===== config.mk =====
export PLATFORM = sky130hd
export DESIGN_NAME = frame_mask_gen
export DESIGN_NICKNAME = d
export VERILOG_FILES = /design/src/rtl/frame_mask_gen.sv
export SDC_FILE = /design/constraint.sdc
export NUM_CORES = 1
export LEC_CHECK = 0
export ABC_AREA = 1
export BUFFER_PORTS_ARGS = -buffer_cell sky130_fd_sc_hd__buf_2
export CAP_MARGIN = 20
export CORE_UTILIZATION = 50
export CTS_BUF_LIST = sky130_fd_sc_hd__clkbuf_4 sky130_fd_sc_hd__clkbuf_8 sky130_fd_sc_hd__clkbuf_16
export CTS_CLUSTER_DIAMETER = 150
export DETAILED_ROUTE_END_ITERATION = 16
export GPL_TIMING_DRIVEN = 0
export HOLD_SLACK_MARGIN = 0.08
export MAX_ROUTING_LAYER = met4
export PLACE_DENSITY = 0.66
export SLEW_MARGIN = 20
export SYNTH_ARGS = -nofsm -noshare
export SYNTH_HDL_FRONTEND = slang
export SYNTH_SLANG_ARGS = --single-unit

===== constraint.sdc =====
create_clock -name clk -period 4 [get_ports clk]
set_input_delay 0.8 -clock clk [delete_from_list [all_inputs] [get_ports clk]]
set_output_delay 0.8 -clock clk [all_outputs]
set_load 0.02 [all_outputs]

===== src/rtl/frame_mask_gen.sv =====
`default_nettype none
// ============================================================================
//  Module      : frame_mask_gen
//  Description : Registered blanking/overlay mask built from NREG
//                programmable rectangles (fill or outline). Region updates are
//                staged in a pending bank and copied to the active bank only
//                on frame_start, so the mask never changes mid-frame.
//  Revision    : 1.0 - initial release
// ============================================================================
module frame_mask_gen #(
  parameter  int NREG   = 4,
  parameter  int XW     = 11,
  parameter  int YW     = 10,
  parameter  int BORDER = 2,
  localparam int IW     = $clog2(NREG)
) (
  input  logic            clk,
  input  logic            reset,
  input  logic [XW-1:0]   gr_x,
  input  logic [YW-1:0]   gr_y,
  input  logic            frame_start,
  input  logic            cfg_we,
  input  logic [IW-1:0]   cfg_idx,
  input  logic [XW-1:0]   cfg_x1,
  input  logic [XW-1:0]   cfg_x2,
  input  logic [YW-1:0]   cfg_y1,
  input  logic [YW-1:0]   cfg_y2,
  input  logic            cfg_en,
  input  logic            cfg_mode,
  input  logic            cfg_commit,
  output logic            cfg_pending,
  output logic            outbl,
  output logic [NREG-1:0] hit_vec,
  output logic [IW-1:0]   hit_idx,
  output logic            hit_valid
);

  typedef struct packed {
    logic [XW-1:0] x1;
    logic [XW-1:0] x2;
    logic [YW-1:0] y1;
    logic [YW-1:0] y2;
    logic          en;
    logic          mode;
  } region_t;

  // Border thickness widened to the guard-bit compare width.
  localparam logic [XW:0] C_BORDER_X = (XW+1)'(BORDER);
  localparam logic [YW:0] C_BORDER_Y = (YW+1)'(BORDER);

  // Power-on contents: top band and bottom band of a 720x480 frame.
  function automatic region_t f_default(input int idx);
    region_t r;
    r = '0;
    if (idx == 0) begin
      r.x2 = XW'(720);
      r.y2 = YW'(100);
      r.en = 1'b1;
    end else if (idx == 1) begin
      r.x2 = XW'(720);
      r.y1 = YW'(390);
      r.y2 = YW'(480);
      r.en = 1'b1;
    end
    return r;
  endfunction

  region_t         r_pend [NREG];
  region_t         r_act  [NREG];
  logic            r_pending;
  logic [NREG-1:0] r_hit1;
  logic [NREG-1:0] r_hit_vec;
  logic            r_any;
  logic [IW-1:0]   r_idx;

  logic [NREG-1:0] w_hit;
  logic [IW-1:0]   w_idx;
  logic            w_copy;
  logic            w_wr;
  region_t         w_wr_data;

  // A copy happens on frame_start if a commit is armed or arrives this cycle.
  assign w_copy = frame_start & (r_pending | cfg_commit);
  assign w_wr   = cfg_we & (int'(cfg_idx) < NREG);

  assign w_wr_data.x1   = cfg_x1;
  assign w_wr_data.x2   = cfg_x2;
  assign w_wr_data.y1   = cfg_y1;
  assign w_wr_data.y2   = cfg_y2;
  assign w_wr_data.en   = cfg_en;
  assign w_wr_data.mode = cfg_mode;

  // Bank storage and commit flag; the copy reads pending as it was before the edge.
  always_ff @(posedge clk or negedge reset) begin
    if (!reset) begin
      for (int i = 0; i < NREG; i++) begin
        r_pend[i] <= f_default(i);
        r_act[i]  <= f_default(i);
      end
      r_pending <= 1'b0;
    end else begin
      if (w_copy) begin
        for (int i = 0; i < NREG; i++) r_act[i] <= r_pend[i];
      end
      if (w_wr) r_pend[cfg_idx] <= w_wr_data;
      if (w_copy)          r_pending <= 1'b0;
      else if (cfg_commit) r_pending <= 1'b1;
    end
  end

  // Per-region hit test against the active bank, one guard bit to avoid wrap.
  for (genvar gi = 0; gi < NREG; gi++) begin : g_region
    logic [XW:0] w_x, w_x1, w_x2;
    logic [YW:0] w_y, w_y1, w_y2;
    logic        w_in, w_inner;
    assign w_x  = {1'b0, gr_x};
    assign w_x1 = {1'b0, r_act[gi].x1};
    assign w_x2 = {1'b0, r_act[gi].x2};
    assign w_y  = {1'b0, gr_y};
    assign w_y1 = {1'b0, r_act[gi].y1};
    assign w_y2 = {1'b0, r_act[gi].y2};
    assign w_in = r_act[gi].en & (w_x1 <= w_x) & (w_x <= w_x2)
                               & (w_y1 <= w_y) & (w_y <= w_y2);
    // x <= x2-BORDER rewritten as x+BORDER <= x2 so it stays unsigned; an
    // empty inner box simply never matches and outline degrades to fill.
    assign w_inner = ((w_x1 + C_BORDER_X) <= w_x) & ((w_x + C_BORDER_X) <= w_x2)
                   & ((w_y1 + C_BORDER_Y) <= w_y) & ((w_y + C_BORDER_Y) <= w_y2);
    assign w_hit[gi] = w_in & ~(r_act[gi].mode & w_inner);
  end

  // Lowest-index priority encode of the stage-1 hit bits.
  always_comb begin
    w_idx = '0;
    for (int i = NREG - 1; i >= 0; i--) begin
      if (r_hit1[i]) w_idx = IW'(i);
    end
  end

  // Two-stage output pipeline, free-running.
  always_ff @(posedge clk or negedge reset) begin
    if (!reset) begin
      r_hit1    <= '0;
      r_hit_vec <= '0;
      r_any     <= 1'b0;
      r_idx     <= '0;
    end else begin
      r_hit1    <= w_hit;
      r_hit_vec <= r_hit1;
      r_any     <= |r_hit1;
      r_idx     <= w_idx;
    end
  end

  assign cfg_pending = r_pending;
  assign outbl       = r_any;
  assign hit_valid   = r_any;
  assign hit_vec     = r_hit_vec;
  assign hit_idx     = r_idx;

endmodule
`default_nettype wire


==> metrics.txt <==
status=complete, no violations; gr usage total=0.310; reg2reg end=r_hit1[3]$_DFF_PN0_; Unique masters post-synth=41; Final Hold Fails=0; most common flop cell mapped by yosys=dfrtp_1; unrepaired setup endpoints after global routing=no; layout cells sized above 1=0.119; CP Launch Type=input pin; CTS Buf Count=42; CTS H-tree depth=2; Post-DRT Antenna Nets=0; # Post-CTS Setup Buffers=0; max_slew headroom=0.341; Hold Crit Depth=2; Fillers=4064; post_cts resized=0; critical path data arrival time=4020 ps; Avg Cell Area, Syn=8.58 µm²; minimum clock period=3560 ps; Area growth, synth to finish=12.4%; DR vias=18800; mapped cell area=0.0226 mm²; GR Overflow Total=0; largest area contributor in the netlist=dfrtp_1; clock skew=27.1 ps; Longest Clk Path Bufs=3; Cells after Synth=2629; P per Cell Area=504 mW/mm²; R2R Setup Slk=1030 ps; Starting Density=0.508; CP max stage delay=390 ps; vias in the first global route=18100; clk slew on worst S/H paths=60 ps; reg2reg path depth=18; Setup violations, final=0; CP endpoint kind=flip-flop; sequential area share after synthesis=0.406; final WL=68.1 mm; top cell type's share of synthesized area=0.357; async set or reset register ratio after synthesis=1.00; Worst Hold End=cfg_pending$_DFFE_PN0P_; Port Buf Inserts=80; largest net degree at the start of global routing=102; DR iter-0 viols=1307; core area=0.0444 mm²; first-pass GRT wire length=104 mm; drt pass-1 iters=5; clock latency at the later pin of the worst-skew pair=580 ps; Worst Hold Class=input pin to flip-flop; Static Leak=13.4 nW; syn_nets=3031; CP cell instances=buf_2, inv_1, nor3_2, nand3_1, nor2_1, nand4_1, xor2_1, ha_1, a21oi_1, nand2_1, a21oi_1, nand2_1, nor2_1, nor2_1, nor2_2, nand3_1, nand2_1, inv_1; CTS tree=built; initial antenna violation count=1; reg2reg start=g_region[3].w_x1[4]$_DFFE_PN0P_; crit path max fanout=13; Detail Placement HPWL=51.4 mm; Avg WL per Cell=20.1 µm; Synth Warn #=0; Clock Root Buffer=clkbuf_16; Synth Register Bits=364; top cells by area, synth=dfrtp_1 (36%), ha_1 (18%), nand2_1 (8.8%); final setup TNS=0 ps; row cnt=77; Worst-Margin Slew=978 ps; Ports=81; Sink Count=364; GP Congestion=0.924; Finished Core Util=0.571; Max IR drop VDD=336 µV; Max Slew Vio Count=0; CP Data Required Time=4460 ps; die area=0.0460 mm²; cts hold-fix bufs=1; critical path class=input pin to flip-flop; CP max stage cell=inv_1; Post-synth EDFFs=0; fmax=281 MHz; hold wc startpoint=frame_start; # DRC=0; max-cap violations=0; Die X=214 µm; fin crit share=0.890; Nets=3160; die height=214 µm; vias per cell=5.55
area by class of cell:
class                   instances  area (µm²)  area share
multi-input cells            1876       11900       0.468
flip-flops and latches        364        9160       0.361
clock buffers                  60        1290      0.0510
inverters                     321        1200      0.0475
well taps                     592         741      0.0292
repair buffers                 85         531      0.0209
plain buffers                  68         329      0.0130
clock inverters                17         228     0.00898
diodes                          2        5.00    0.000197
metal layers:
layer	vias up	global-route usage	routed length, µm
li1	8948	-	-
met1	9150	0.414	30500
met2	556	0.481	31000
met3	117	0.0489	4530
met4	0	0.104	2070
met5	-	-	0
cell usage in the layout (no fill, tap or decap), types with 45 or more instances in the layout:
master | synthesis | layout
xor2_1 | 58 | 58
inv_1 | 320 | 320
nand2_1 | 529 | 529
ha_1 | 330 | 330
buf_2 | 35 | 114
nor2_1 | 229 | 229
o21ai_0 | 208 | 208
nand3_1 | 82 | 82
a21oi_1 | 223 | 223
mux2_2 | 71 | 71
clkbuf_16 | 0 | 45
dfrtp_1 | 322 | 322
cells in the mapped netlist, types with 35 or more instances:
| cell type | number |
|---|---|
| dfrtp_1 | 322 |
| inv_1 | 320 |
| nand4_1 | 41 |
| nand3_1 | 82 |
| a21oi_1 | 223 |
| o21ai_0 | 208 |
| buf_2 | 35 |
| xor2_1 | 58 |
| mux2_2 | 71 |
| nor2_1 | 229 |
| dfstp_2 | 42 |
| ha_1 | 330 |
| nand2_1 | 529 |
cells by family after synthesis:
kind of cell | count (synthesis) | synth area share
buffers and inverters | 389 | 0.0680
AOI/OAI and AO/OA | 471 | 0.109
xor gates and xnor gates | 72 | 0.0279
DFF | 364 | 0.406
muxes | 71 | 0.0354
adders and majority gates | 330 | 0.183
and+or+nand+nor | 932 | 0.171
state kept, by name (all words and copies together), names as in the netlist:
register,cells
r_pend,176
g_region.w_x1,44
g_region.w_x2,44
g_region.w_y1,40
g_region.w_y2,40
r_act,8
hit_vec,4
r_hit1,4
hit_idx,2
cfg_pending,1
hit_valid,1
worst max-delay path, delay by kind of cell:
family,cells,cell delay (ps)
AOI/OAI and AO/OA,2,300
xor gates and xnor gates,1,330
buffers and inverters,3,610
adders and majority gates,1,340
and+or+nand+nor,11,1610
per-stage QoR:
stage                     setup slack (ps)  cell area (µm²)  std cells  hold slack, ps  total power [mW]
after floorplan                       1150            22600       2629             374              7.37
after global placement               -4790            23700       3301             386              8.41
after detailed placement             -43.5            23800       3305             384              8.59
after CTS                              536            25400       3383             353              12.8
after global routing                   226            25400       3384             373              13.6
final                                  441            25400       3385             372              12.8
power breakdown:
group	leakage, nW	internal, mW	switching, mW
clock network	0.763	2.58	1.61
logic	8.26	1.42	2.25
registers	4.39	4.41	0.507
total	13.4	8.42	4.37
worst max-delay path by stage:
stage | startpoint | to | slack [ps] | cells after the start
2_1_floorplan | gr_x[3] | r_hit1[3]$_DFF_PN0_ | 1150 | 17
3_3_place_gp | reset | g_region[3].w_y1[4]$_DFFE_PN0P_ | -4790 | 1
3_5_place_dp | gr_x[1] | r_hit1[3]$_DFF_PN0_ | -40 | 18
4_1_cts | gr_x[1] | r_hit1[3]$_DFF_PN0_ | 540 | 18
5_1_grt | gr_x[3] | r_hit1[3]$_DFF_PN0_ | 230 | 18
6_report | gr_x[1] | r_hit1[3]$_DFF_PN0_ | 440 | 18
Power figures use the tool's default switching activity.
